### config.mk
export PLATFORM = sky130hd
export DESIGN_NAME = mod_counter
export DESIGN_NICKNAME = d
export VERILOG_FILES = /design/src/rtl/mod_counter.sv
export SDC_FILE = /design/constraint.sdc
export NUM_CORES = 1
export LEC_CHECK = 0
export BUFFER_PORTS_ARGS = -buffer_cell sky130_fd_sc_hd__buf_2
export CAP_MARGIN = 25
export CORE_AREA = 8 8 45 47
export DETAILED_ROUTE_END_ITERATION = 8
export DIE_AREA = 0 0 53 55
export PLACE_DENSITY = 0.77
export SYNTH_ARGS = -nofsm -noshare
export SYNTH_HDL_FRONTEND = slang
export SYNTH_SLANG_ARGS = --single-unit
### constraint.sdc
create_clock -name clk -period 1.8 [get_ports clk]
set_input_delay 0.36 -clock clk [delete_from_list [all_inputs] [get_ports clk]]
set_output_delay 0.36 -clock clk [all_outputs]
set_load 0.1 [all_outputs]
### src/rtl/mod_counter.sv
// Modulo-MODULUS wrap counter stage with carry-in and combinational carry-out for chaining.
// Optional feature macro: MOD_COUNTER_DOWN_EN enables down counting (dir) and borrow on co.
module mod_counter #(
   parameter int MODULUS = 60,
   parameter int W       = 7,
   parameter int RST_VAL = 0
) (
   input  logic         clk,
   input  logic         rst,
   input  logic         inc,
   input  logic         dir,
   input  logic         load,
   input  logic [W-1:0] load_val,
   output logic [W-1:0] count,
   output logic         co,
   output logic         wrap,
   output logic         load_err
);

   localparam logic [W:0]   MAX_EXT = (W+1)'(MODULUS - 1);
   localparam logic [W:0]   MOD_EXT = (W+1)'(MODULUS);
   localparam logic [W-1:0] MAX_V   = W'(MODULUS - 1);
   localparam logic [W-1:0] RST_V   = W'(RST_VAL);

   logic [W:0]   cnt_ext;
   logic [W:0]   up_ext;
   logic [W:0]   step_ext;
   logic [W-1:0] step_val;
   logic [W-1:0] load_sel;
   logic         at_max;
   logic         hit;
   logic         load_ok;
   logic         unused_msb;

   // One extra bit keeps MODULUS = 2^W from aliasing back onto 0 in the compares.
   assign cnt_ext = {1'b0, count};
   assign at_max  = (cnt_ext == MAX_EXT);
   assign up_ext  = at_max ? '0 : cnt_ext + 1'b1;

`ifdef MOD_COUNTER_DOWN_EN
   logic         at_zero;
   logic [W:0]   dn_ext;

   assign at_zero  = (count == '0);
   assign dn_ext   = at_zero ? MAX_EXT : cnt_ext - 1'b1;
   assign hit      = dir ? at_zero : at_max;
   assign step_ext = dir ? dn_ext : up_ext;
`else
   logic         unused_dir;

   assign unused_dir = dir;
   assign hit        = at_max;
   assign step_ext   = up_ext;
`endif

   assign step_val   = step_ext[W-1:0];
   assign unused_msb = step_ext[W];

   // Out-of-range loads clamp to the top of the range.
   assign load_ok  = ({1'b0, load_val} < MOD_EXT);
   assign load_sel = load_ok ? load_val : MAX_V;

   assign co = rst & inc & ~load & hit;

   always_ff @(posedge clk) begin
      if (!rst) begin
         count    <= RST_V;
         wrap     <= 1'b0;
         load_err <= 1'b0;
      end else if (load) begin
         count    <= load_sel;
         wrap     <= 1'b0;
         load_err <= ~load_ok;
      end else begin
         wrap     <= inc & hit;
         load_err <= 1'b0;
         if (inc)
            count <= step_val;
      end
   end

endmodule

---- After elaboration in Yosys (flattened, before gate mapping) ----
Index checks and enable logic that the tools add are counted.
word-level totals
  word-level logic and storage cells ...... 20
  output and inout port bits .............. 10
  input port bits ......................... 12
  flip-flop bits (word level) ............. 9
operators by class
  muxes and demuxes ....................... 4
  eq/ne operators ......................... 1
  bitwise gates (word level) .............. 7
  $lt $le $gt $ge ......................... 1
  add/sub/neg operators ................... 1
  reductions and logical operators ........ 3
operator list
  cell                                                                    number
  7-bit two-way mux                                                       4
  7-bit by 1-bit adder with 7-bit output (second input constant)          1
  7-bit by 6-bit equality test with 1-bit output (second input constant)  1
  7-bit by 6-bit < comparator with 1-bit output (second input constant)   1
  1-bit bitwise AND                                                       4
  1-bit NOT                                                               3
  2-bit AND reduction                                                     1
  2-bit nonzero test                                                      1
  2-bit OR reduction                                                      1

---- Longest topological paths before layout ----
Gate-level depths: netlist of the first run.
  depth in word-level cells ............... 4
  depth in mapped cells ................... 5
  mapped depth without buffers ............ 5

---- Worst setup path before layout of the first run ----
No wires, ideal clock.
  path type ............................... register -> output
  from .................................... register count[1]
  to ...................................... output co
  data arrival time ....................... 3.067 ns
  data required time ...................... 1.440 ns
  stages on the path, launching flop included .. 5
  path buffers ............................ 1
  slack ................................... -1.627 ns
  path through ............................ dfxtp_1 > ha_1 > or3b_1 > buf_6 > nor2_1
between the ends
  longest elaborated chain between the ends .. 2
RTL lines
  item                                            RTL line  RTL
  from (decl)                                     14        output logic [W-1:0] count,
  from (signal assigned)                          71        count <= load_sel;
  from (signal assigned)                          78        count <= step_val;
  7-bit by 6-bit equality test with 1-bit output  37        assign at_max = (cnt_ext == MAX_EXT);
  1-bit bitwise AND                               63        assign co = rst & inc & ~load & hit;
  to (decl)                                       15        output logic co,
No other way between the ends.

---- Worst setup path in the final report of the first run ----
  from .................................... register count[6]
  to ...................................... output co
The elaborated chain is that of the path after synthesis.

==> impl_metrics.sql, run 1 <==
INSERT INTO impl_metrics (metric_group, metric, value, unit) VALUES
('synth', 'syn-cell-area', '528', 'um2'),
('timing', 'finalWorstSetupSlack', '-0.0572', 'ns'),
('synth', 'yosys_warnings', '0', ''),
('min_path', 'worst_hold_startpoint', 'rst', ''),
('finish', 'antenna_cells', '0', ''),
('critical_path', 'worstPathRequired', '1.44', 'ns'),
('placement', 'dpl.cell_count', '100', ''),
('timing', 'final-setup-viol-count', '1', ''),
('critical_path', 'critical-path-max-stage-delay', '0.41', 'ns'),
('outcome', 'failing_checks', 'setup timing', ''),
('clocking', 'clock_latency', '0.26', 'ns'),
('timing', 'hold_viol_final', '0', ''),
('clocking', 'h-tree-depth', '1', ''),
('timing', 'maxSlewViolCount', '0', ''),
('critical_path', 'setup_crit_path_kind', 'flop to output pin', ''),
('power', 'net-switching-power', '0.000214', 'W'),
('global_routing', 'use_met1', '0.110', ''),
('critical_path', 'timing.critical_path.fanout_max', '3', ''),
('clocking', 'ctsLongestPathBuffers', '2', ''),
('route', 'drc', '0', ''),
('timing', 'max_frequency', '538', 'MHz'),
('synth', 'yosysTopAreaCell', 'sky130_fd_sc_hd__dfxtp_1', ''),
('critical_path', 'crit-reg2reg-launch', 'count[6]', ''),
('finish', 'area_growth', '35.8', '%'),
('synth', 'synthXorXnorAreaFrac', '0.0332', ''),
('global_routing', 'grt.met2_usage', '0.156', ''),
('clocking', 'clkSlewWorstSetupHoldPaths', '0.06', 'ns'),
('finish', 'nets', '102', ''),
('timing', 'final_min_period_over_clock_period', '1.03', ''),
('synth', 'ys_seq_area_frac', '0.341', ''),
('die', 'ios', '22', ''),
('placement', 'dp_hpwl', '1.04', 'mm'),
('route', 'route.antenna.remaining_nets', '0', ''),
('synth', 'synth.top_cell.area_share', '0.341', ''),
('critical_path', 'critPathCaptureType', 'output pin', ''),
('route', 'wire_per_inst', '12.9', 'um'),
('power', 'worst_ir_drop_vdd', '0.460', 'mV'),
('critical_path', 'critical_path.startpoint', 'count[6]', ''),
('die', 'start_util', '0.382', ''),
('timing', 'relSlewSlack', '0.677', ''),
('synth', 'synthesis.instances', '66', ''),
('synth', 'mappedNetlistNets', '79', ''),
('power', 'combinationalPowerShare', '0.291', ''),
('timing', 'final_critical_path_time_including_i_o_delays_and_setup', '1.86', 'ns'),
('power', 'power.density', '765', 'nW/um2'),
('die', 'dieArea', '2920', 'um2'),
('finish', 'final.fill_count', '137', ''),
('synth', 'dominant_combinational_cell_family_by_area_after_synthesis', 'simple AND/OR/NAND/NOR gates', ''),
('route', 'initialDrtViolationCount', '10', ''),
('timing', 'max_slew.worst_pin.slew', '0.487', 'ns'),
('placement', 'place.gp.congestion', '0.757', ''),
('clocking', 'num_cts_buffers', '3', ''),
('critical_path', 'critical_path.slowest_cell', 'sky130_fd_sc_hd__or3b_4', ''),
('timing', 'rsz0062_at_grt', 'true', ''),
('global_routing', 'number_of_antenna_violations_at_the_first_check_in_global_routing', '0', ''),
('timing', 'timing.hold.ws', '0.375', 'ns'),
('critical_path', 'crit_buf_inv', '1', ''),
('power', 'switching_share', '0.389', ''),
('route', 'vias', '546', ''),
('outcome', 'outcome', 'complete, but fails checks', ''),
('global_routing', 'grt_first_pass_wirelength', '2.10', 'mm'),
('critical_path', 'cp_data_arrival_time', '1.50', 'ns'),
('synth', 'synth_compound_gate_area_share', '0.175', ''),
('die', 'die_w', '53', 'um'),
('route', 'wirelength', '1.34', 'mm'),
('placement', 'detailedPlace.worstSlack', '0.182', 'ns'),
('global_routing', 'globalRoute.totalOverflow', '0', ''),
('synth', 'synth.area.mux_share', '0.0190', ''),
('global_routing', 'grt_usage', '0.0980', ''),
('synth', 'yosys.cell_types.count', '27', ''),
('clocking', 'clock_sinks', '9', '');
[stage by stage]
stage / area, um2 / utilization / TNS [ns]
CTS: 717 / 0.518 / -0.0693
detailed placement: 688 / 0.497 / 0
global placement: 688 / 0.497 / 0
global route: 717 / 0.518 / -0.0926
floorplan: 572 / - / -0.249
finish: 717 / 0.518 / -0.0572
[cell usage after synthesis]
cell and instances:
sky130_fd_sc_hd__dfxtp_1 9, sky130_fd_sc_hd__nand2_1 8, sky130_fd_sc_hd__a21oi_1 6, sky130_fd_sc_hd__nand3b_1 5
sky130_fd_sc_hd__nor2_1 5, sky130_fd_sc_hd__nand3_1 4, sky130_fd_sc_hd__o21ai_0 4, sky130_fd_sc_hd__a31oi_1 2
sky130_fd_sc_hd__buf_4 2, sky130_fd_sc_hd__nand2b_1 2, sky130_fd_sc_hd__or3b_1 2, sky130_fd_sc_hd__xnor2_1 2
sky130_fd_sc_hd__a311oi_1 1, sky130_fd_sc_hd__a41oi_1 1, sky130_fd_sc_hd__buf_6 1, sky130_fd_sc_hd__clkbuf_4 1
sky130_fd_sc_hd__ha_1 1, sky130_fd_sc_hd__inv_1 1, sky130_fd_sc_hd__mux2i_1 1, sky130_fd_sc_hd__nand4_1 1
sky130_fd_sc_hd__nand4b_1 1, sky130_fd_sc_hd__nor3_1 1, sky130_fd_sc_hd__nor3b_1 1, sky130_fd_sc_hd__o21a_1 1
sky130_fd_sc_hd__o21ai_1 1, sky130_fd_sc_hd__or2b_1 1, sky130_fd_sc_hd__or3_1 1
[tightest hold or removal path: stages]
cell                      delay (ns)
sky130_fd_sc_hd__buf_2          0.14
sky130_fd_sc_hd__nand2_1        0.07
sky130_fd_sc_hd__a21oi_1        0.03
[layout make-up]
type | instances | area [um2] | share of cell area
tap | 16 | 20.0 | 0.0279
timing repair buffer | 22 | 130 | 0.182
inverter | 1 | 3.75 | 0.00524
sequential | 9 | 204 | 0.284
multi-input combinational | 52 | 333 | 0.464
clock buffer | 4 | 26.3 | 0.0366
[layer usage]
metal  share of wire  vias to the layer above
li1                -                      281
met1            0.42                      241
met2            0.49                       20
met3           0.057                        4
met4           0.031                        0
met5               0                        -
[worst paths after layout]
check	slack [ns]	depth (start not counted)	to
max reg2reg	0.23	5	count[4]
min reg2reg	0.54	2	count[3]
min	0.38	3	count[0]
max	-0.06	4	co
[placed cells by master (no fill, tap or decap), types with 3 or more instances in the layout]
cell	n
sky130_fd_sc_hd__nor2_1	4
sky130_fd_sc_hd__nand2_1	8
sky130_fd_sc_hd__clkbuf_4	3
sky130_fd_sc_hd__nand3_1	4
sky130_fd_sc_hd__o21ai_0	4
sky130_fd_sc_hd__nand3b_1	5
sky130_fd_sc_hd__a21oi_1	6
sky130_fd_sc_hd__buf_2	19
sky130_fd_sc_hd__dfxtp_4	6
[sequential cells by signal, indices dropped and copies added, names as in the netlist]
register,flops
wrap,1
load_err,1
count,7
[logic make-up after synthesis]
family,count (synthesis)
AOI/OAI and AO/OA,16
adders and majority gates,1
DFF,9
buffers and inverters,5
muxes,1
xor gates and xnor gates,2
and+or+nand+nor,32
[power by group through the flow]
| stage | clock [W] | sequential (W) | combinational [W] |
|---|---|---|---|
| 3_3_place_gp | 0 | 0.000230 | 0.000158 |
| 6_report | 0.000162 | 0.000226 | 0.000160 |
| 3_5_place_dp | 0 | 0.000231 | 0.000160 |
| 2_1_floorplan | 0 | 0.000312 | 0.0000459 |
| 5_1_grt | 0.000176 | 0.000229 | 0.000171 |
| 4_1_cts | 0.000167 | 0.000226 | 0.000161 |
[what timing repair did]
| action | CTS | global route |
|---|---|---|
| gates cloned | 0 | 0 |
| resized for setup | 1 | 0 |
| pin swaps | 1 | 0 |
| hold buffers | 0 | 0 |
| endpoints found under the setup margin | 1 | 1 |
| buffers inserted | 0 | 0 |
No activity file was read; power rests on OpenSTA's default activity.
==> run 2, diff against run 1 <==
Settings changed: ABC_AREA set to 1, PLACE_DENSITY 0.77 to 0.81.
==> run 2 against run 1 <==
Net effect:
- the run now ends clean
- critical path depth increased by 2
- clock skew decreased by 0.00092 ns
- via count increased by 14%
- register-to-register slack improved by 0.25 ns
- synthesized area increased by 10%
- critical endpoint unchanged
- largest power group unchanged
==> impl_metrics.sql, run 2 <==
INSERT INTO impl_metrics (metric_group, metric, value, unit) VALUES
('die', 'placeableCoreArea', '1380', 'um2'),
('critical_path', 'critPathCaptureType', 'output pin', ''),
('critical_path', 'crit-reg2reg-launch', 'count[0]', ''),
('synth', 'yosys_warnings', '0', ''),
('finish', 'area_growth', '35.8', '%'),
('finish', 'nets', '123', ''),
('min_path', 'worst_hold_startpoint', 'rst', ''),
('finish', 'antenna_cells', '0', ''),
('clocking', 'cts_tree', 'done', ''),
('finish', 'largest_register_ffs', '7', ''),
('power', 'power_after_layout', '0.000586', 'W'),
('timing', 'finalWorstSetupSlack', '0.0133', 'ns'),
('global_routing', 'grt_usage', '0.110', ''),
('route', 'detailed_routing_iterations_pass_1', '4', ''),
('critical_path', 'regToRegSetupSlack', '0.48', 'ns'),
('finish', 'final_core_utilization', '0.570', ''),
('global_routing', 'globalRoute.totalOverflow', '0', ''),
('synth', 'ys_dominant_reg_cell', 'sky130_fd_sc_hd__dfxtp_1', ''),
('route', 'drc', '0', ''),
('power', 'worst_ir_drop_vdd', '0.446', 'mV'),
('min_path', 'min_to', 'count[6]', ''),
('timing', 'max_slew.worst_pin.slew', '0.487', 'ns'),
('critical_path', 'cp_data_arrival_time', '1.43', 'ns'),
('finish', 'final.fill_count', '142', ''),
('route', 'vias_per_cell', '4.99', ''),
('job', 'max_capacitance_violation_total', '0', ''),
('die', 'die_w', '53', 'um'),
('timing', 'final-setup-viol-count', '0', ''),
('power', 'leakagePower', '0.370', 'nW'),
('route', 'vias', '624', ''),
('timing', 'max_frequency', '560', 'MHz'),
('synth', 'synth_async_sr_flop_share', '0', ''),
('placement', 'dpl.cell_count', '120', ''),
('route', 'route.antenna.remaining_nets', '0', ''),
('synth', 'yosys.cell_types.count', '21', ''),
('timing', 'hold_viol_final', '0', ''),
('min_path', 'hold-path-cell-count', '3', ''),
('critical_path', 'setup_crit_path_kind', 'flop to output pin', ''),
('critical_path', 'timing.critical_path.fanout_max', '4', ''),
('timing', 'maxSlewViolCount', '0', ''),
('global_routing', 'maximum_number_of_pins_on_one_net_before_global_route_repair', '13', ''),
('timing', 'final_critical_path_time_including_i_o_delays_and_setup', '1.79', 'ns'),
('placement', 'place.gp.congestion', '0.802', ''),
('placement', 'io_buffers', '20', ''),
('die', 'dieArea', '2920', 'um2'),
('critical_path', 'critical_path.startpoint', 'count[0]', ''),
('outcome', 'outcome', 'finished clean', ''),
('synth', 'synth_top_cells_by_count', '19 x sky130_fd_sc_hd__nor2_1, 15 x sky130_fd_sc_hd__nand2_1, 9 x sky130_fd_sc_hd__dfxtp_1', ''),
('clocking', 'clock_latency', '0.26', 'ns'),
('synth', 'mappedNetlistNets', '99', ''),
('synth', 'synthesis.instances', '86', ''),
('finish', 'reg_top3', 'count (7), load_err (1), wrap (1)', ''),
('min_path', 'path_class_of_the_lowest_slack_min_delay_path', 'primary input to flop', ''),
('critical_path', 'r2r-end', 'count[3]', ''),
('synth', 'yosysTopAreaCell', 'sky130_fd_sc_hd__dfxtp_1', ''),
('critical_path', 'worstPathRequired', '1.44', 'ns'),
('clocking', 'ctsLongestPathBuffers', '2', ''),
('synth', 'synth_edf_count', '0', ''),
('synth', 'synth.top_cell.area_share', '0.310', ''),
('synth', 'library_cell_with_the_highest_instance_count_after_synthesis', 'sky130_fd_sc_hd__nor2_1', ''),
('timing', 'rsz0062_at_grt', 'true', ''),
('synth', 'ys_top_cells_by_area', 'sky130_fd_sc_hd__dfxtp_1 31%, sky130_fd_sc_hd__nor2_1 12%, sky130_fd_sc_hd__nand2_1 9.7%', ''),
('synth', 'yosys_register_bits', '9', ''),
('finish', 'final-instance-count-excl-fill', '125', ''),
('finish', 'final_cell_mix', '19 x sky130_fd_sc_hd__nor2_1, 19 x sky130_fd_sc_hd__buf_2, 15 x sky130_fd_sc_hd__nand2_1', ''),
('clocking', 'h-tree-depth', '1', ''),
('timing', 'tns', '0', 'ns'),
('clocking', 'cts_root_buf', 'sky130_fd_sc_hd__clkbuf_4', ''),
('power', 'power.density', '743', 'nW/um2'),
('placement', 'detailedPlace.worstSlack', '0.129', 'ns'),
('finish', 'final_layout_size_suffix_gt1_frac', '0.404', ''),
('synth', 'syn-cell-area', '581', 'um2'),
('die', 'die-height', '55', 'um'),
('die', 'start_util', '0.420', ''),
('finish', 'largest_register', 'count', ''),
('global_routing', 'number_of_antenna_violations_at_the_first_check_in_global_routing', '0', ''),
('die', 'ios', '22', ''),
('timing', 'relSlewSlack', '0.677', ''),
('critical_path', 'timing.critical_path.from_type', 'flop', ''),
('clocking', 'clkSlewWorstSetupHoldPaths', '0.06', 'ns'),
('route', 'initialDrtViolationCount', '10', ''),
('placement', 'dp_hpwl', '1.17', 'mm'),
('clocking', 'num_cts_buffers', '3', ''),
('synth', 'synth_area_per_cell', '6.75', 'um2'),
('route', 'wirelength', '1.50', 'mm'),
('synth', 'ys_seq_area_frac', '0.310', ''),
('timing', 'clock_skew', '0.00101', 'ns'),
('die', 'core.rowCount', '14', ''),
('timing', 'final_min_period_over_clock_period', '0.993', ''),
('critical_path', 'ff2ff_path_depth', '9', ''),
('clocking', 'clock_sinks', '9', ''),
('global_routing', 'vias_in_the_first_global_route', '556', ''),
('route', 'wire_per_inst', '12.0', 'um'),
('global_routing', 'grt_first_pass_wirelength', '2.33', 'mm');
run 2: changes by cell type after synthesis, sizes merged, moves of 2 or more:
cell / before / now
xor2: 0 / 3
a31oi: 2 / 0
or3b: 2 / 0
nand2: 8 / 20
nor4: 0 / 2
nand3b: 5 / 0
nor2: 5 / 21
nand3: 4 / 8
a21oi: 6 / 2
inv: 1 / 7
o21ai: 5 / 8
nand2b: 2 / 0
run 2: per-layer routing:
layer,global-route usage,part of all wire
met3,0.0455,0.079
met5,0,0
met2,0.180,0.48
met4,0.0647,0.021
met1,0.118,0.42
run 2: through the flow:
stage | instance area (um2) | hold WS (ns)
global placement | 749 | 0.490
floorplan | 624 | 0.492
detailed placement | 749 | 0.498
global route | 788 | 0.373
finish | 788 | 0.371
CTS | 783 | 0.365
run 2: timing repair:
item | CTS | global route
pin swaps | 1 | 1
setup buffers | 1 | 0
resized for setup | 0 | 1
hold buffers | 0 | 0
endpoints found under the setup margin | 1 | 1
run 2: where the power goes:
| part | internal (W) | leakage (nW) | switching, W |
|---|---|---|---|
| Sequential | 0.000213 | 0.0774 | 0.0000207 |
| Clock | 0.0000856 | 0.0150 | 0.0000731 |
| Combinational | 0.0000457 | 0.278 | 0.000147 |
run 2: cells by family after synthesis:
kind of cell             Yosys count  synth area share
AND/OR/NAND/NOR                   52             0.440
AO/OA/AOI/OAI                     11             0.106
buffers and inverters              9            0.0625
flip-flops                         9             0.310
XOR/XNOR                           4            0.0604
adder cells (fa/ha/maj)            1            0.0215
run 2: worst max-delay path, stage by stage (launching register included):
cell	delay (ns)
sky130_fd_sc_hd__dfxtp_4	0.37
sky130_fd_sc_hd__ha_4	0.17
sky130_fd_sc_hd__nand2_4	0.05
sky130_fd_sc_hd__nor2_4	0.10
sky130_fd_sc_hd__nand2_4	0.07
sky130_fd_sc_hd__nor4_4	0.18
sky130_fd_sc_hd__buf_12	0.21
run 2: cell type report:
| class | count | area (um2) | area share |
|---|---|---|---|
| Timing Repair Buffer | 21 | 123 | 0.156 |
| Inverter | 7 | 26.3 | 0.0333 |
| Tap cell | 16 | 20.0 | 0.0254 |
| Clock buffer | 4 | 26.3 | 0.0333 |
| Sequential cell | 9 | 196 | 0.249 |
| Multi-Input combinational cell | 68 | 397 | 0.503 |
run 2: worst max-delay path by stage:
stage,end,depth (start not counted)
4_1_cts,co,6
5_1_grt,co,6
6_report,co,6
3_5_place_dp,co,6
3_3_place_gp,co,6
2_1_floorplan,co,5
==> run 3, diff against run 2 <==
Settings changed: PLACE_DENSITY 0.81 to 0.7, SKIP_CTS_REPAIR_TIMING set to 1.
==> run 3 against run 2 <==
Net effect:
- the run now ends with setup timing left
- combinational power up 4%
- flip-flop and latch count unchanged
- global-route usage down 0.39 points
- register-to-register slack worse by 0.10 ns
- clock skew up 0.0079 ns
- worst setup slack worse by 0.032 ns
- power up 1.4%
- count of clock-buffer cells in the layout unchanged
- maximum frequency down 1.8%
- core utilization up 2.7 points
- die area unchanged
- largest power group unchanged
- highest routed layer unchanged
==> impl_metrics.sql, run 3 (synthesis gave the netlist of run 2 again) <==
INSERT INTO impl_metrics (metric_group, metric, value, unit) VALUES
('die', 'core.rowCount', '14', ''),
('clocking', 'h-tree-depth', '1', ''),
('global_routing', 'grt_usage', '0.106', ''),
('die', 'placeableCoreArea', '1380', 'um2'),
('global_routing', 'grt_first_pass_wirelength', '2.32', 'mm'),
('critical_path', 'critPathCaptureType', 'output pin', ''),
('finish', 'final_layout_size_suffix_gt1_frac', '0.430', ''),
('critical_path', 'timing.critical_path.from_type', 'flop', ''),
('critical_path', 'ff2ff_path_depth', '10', ''),
('critical_path', 'crit_path_cell_trace', 'ha_4 > nand2_4 > nor2_4 > nand2_4 > nor4_4 > buf_12', ''),
('power', 'intPower', '0.000350', 'W'),
('finish', 'area_growth', '42.2', '%'),
('finish', 'final.fill_count', '138', ''),
('global_routing', 'globalRoute.totalOverflow', '0', ''),
('die', 'ios', '22', ''),
('min_path', 'min_to', 'count[2]', ''),
('route', 'detailed_routing_iterations_pass_1', '4', ''),
('timing', 'relSlewSlack', '0.677', ''),
('global_routing', 'number_of_antenna_violations_at_the_first_check_in_global_routing', '0', ''),
('power', 'seq_power_share', '0.389', ''),
('finish', 'final_cell_mix', '19 x sky130_fd_sc_hd__nor2_1, 19 x sky130_fd_sc_hd__buf_2, 15 x sky130_fd_sc_hd__nand2_1', ''),
('placement', 'dp_hpwl', '1.15', 'mm'),
('clocking', 'clkSlewWorstSetupHoldPaths', '0.07', 'ns'),
('critical_path', 'cp_top_family', 'simple AND/OR/NAND/NOR gates', ''),
('critical_path', 'setup_crit_path_kind', 'flop to output pin', ''),
('critical_path', 'r2r-end', 'count[3]', ''),
('job', 'max_capacitance_violation_total', '0', ''),
('route', 'wire_per_inst', '11.5', 'um'),
('timing', 'timing.hold.ws', '0.360', 'ns'),
('timing', 'maxSlewViolCount', '0', ''),
('clocking', 'clock_sinks', '9', ''),
('clocking', 'cts_root_buf', 'sky130_fd_sc_hd__clkbuf_4', ''),
('finish', 'nets', '128', ''),
('route', 'wirelength', '1.50', 'mm'),
('power', 'combinationalPowerShare', '0.337', ''),
('timing', 'tns', '-0.0188', 'ns'),
('critical_path', 'critical-path-max-stage-delay', '0.37', 'ns'),
('min_path', 'hold-path-cell-count', '3', ''),
('route', 'vias_per_cell', '4.82', ''),
('placement', 'place.gp.congestion', '0.767', ''),
('timing', 'max_frequency', '550', 'MHz'),
('critical_path', 'critical_path.slowest_cell', 'sky130_fd_sc_hd__dfxtp_4', ''),
('finish', 'final_core_utilization', '0.597', ''),
('route', 'initialDrtViolationCount', '18', ''),
('route', 'drc', '0', ''),
('critical_path', 'regToRegSetupSlack', '0.38', 'ns'),
('placement', 'io_buffers', '20', ''),
('power', 'net-switching-power', '0.000244', 'W'),
('critical_path', 'critPathMostFrequentCell', 'sky130_fd_sc_hd__nand2_4', ''),
('outcome', 'outcome', 'complete, but fails checks', ''),
('finish', 'largest_register', 'count', ''),
('critical_path', 'crit-reg2reg-launch', 'count[1]', ''),
('global_routing', 'maximum_number_of_pins_on_one_net_before_global_route_repair', '13', ''),
('timing', 'max_slew.worst_pin.slew', '0.487', 'ns'),
('die', 'die_w', '53', 'um'),
('finish', 'largest_register_ffs', '7', ''),
('timing', 'hold_viol_final', '0', ''),
('global_routing', 'vias_in_the_first_global_route', '579', ''),
('critical_path', 'worstPathRequired', '1.44', 'ns'),
('die', 'die-height', '55', 'um'),
('finish', 'antenna_cells', '0', ''),
('critical_path', 'timing.critical_path.fanout_max', '4', ''),
('route', 'route.antenna.remaining_nets', '0', ''),
('timing', 'final-setup-viol-count', '1', ''),
('power', 'switching_share', '0.411', ''),
('timing', 'final_min_period_over_clock_period', '1.01', ''),
('clocking', 'num_cts_buffers', '3', ''),
('timing', 'clock_skew', '0.00895', 'ns'),
('clocking', 'clock_latency', '0.27', 'ns'),
('die', 'start_util', '0.420', ''),
('clocking', 'cts_tree', 'done', ''),
('critical_path', 'cp_data_arrival_time', '1.46', 'ns'),
('power', 'power.density', '719', 'nW/um2'),
('timing', 'finalWorstSetupSlack', '-0.0188', 'ns'),
('die', 'dieArea', '2920', 'um2'),
('power', 'leakagePower', '0.394', 'nW'),
('power', 'clock_power_share', '0.273', ''),
('route', 'vias', '627', ''),
('clocking', 'ctsLongestPathBuffers', '2', ''),
('timing', 'rsz0062_at_grt', 'true', ''),
('outcome', 'failing_checks', 'setup timing', ''),
('min_path', 'path_class_of_the_lowest_slack_min_delay_path', 'primary input to flop', ''),
('timing', 'final_critical_path_time_including_i_o_delays_and_setup', '1.82', 'ns'),
('critical_path', 'crit_buf_inv', '1', ''),
('power', 'worst_ir_drop_vdd', '0.308', 'mV'),
('finish', 'fin_area', '826', 'um2'),
('placement', 'placement.cell_area', '749', 'um2'),
('min_path', 'worst_hold_startpoint', 'rst', ''),
('finish', 'reg_top3', 'count (7), load_err (1), wrap (1)', '');
-- run 3: cell type report --
cell class / count / area, um2 / area share
Sequential cell: 9 / 196 / 0.238
Timing Repair Buffer: 26 / 160 / 0.194
Multi-Input combinational cell: 68 / 397 / 0.480
Clock buffer: 4 / 26.3 / 0.0318
Tap cell: 16 / 20.0 / 0.0242
Inverter: 7 / 26.3 / 0.0318
-- run 3: tightest hold or removal path: stages --
cell                      delay, ns
sky130_fd_sc_hd__buf_2         0.12
sky130_fd_sc_hd__o21ai_0       0.07
sky130_fd_sc_hd__nor2_1        0.05
-- run 3: through the flow --
step,worst slack [ns],power [W],std cells
finish,-0.0188,0.000594,130
global route,-0.0719,0.000625,130
CTS,-0.170,0.000588,124
detailed placement,0.115,0.000430,120
global placement,0.138,0.000427,120
floorplan,-0.686,0.000390,86
-- run 3: power groups by stage --
stage / logic (W) / registers, W / clock network, W
2_1_floorplan: 0.0000657 / 0.000325 / 0
5_1_grt: 0.000218 / 0.000233 / 0.000174
6_report: 0.000200 / 0.000231 / 0.000162
3_3_place_gp: 0.000191 / 0.000236 / 0
3_5_place_dp: 0.000193 / 0.000237 / 0
4_1_cts: 0.000193 / 0.000233 / 0.000162
-- run 3: worst max-delay path by stage --
stage                   from  slack, ns  to  depth (start not counted)
floorplan           count[0]      -0.69  co                          5
global placement    count[0]       0.14  co                          6
detailed placement  count[0]       0.11  co                          6
CTS                 count[1]      -0.17  co                          6
global route        count[1]      -0.07  co                          6
finish              count[1]      -0.02  co                          6
-- run 3: per-layer routing --
| layer | share of wire | GRT usage | up-vias | wire length (um) |
|---|---|---|---|---|
| li1 | - | - | 333 | - |
| met1 | 0.43 | 0.120 | 275 | 642 |
| met2 | 0.49 | 0.176 | 15 | 726 |
| met3 | 0.060 | 0.0267 | 4 | 90 |
| met4 | 0.024 | 0.0647 | 0 | 36 |
| met5 | 0 | 0 | - | 0 |
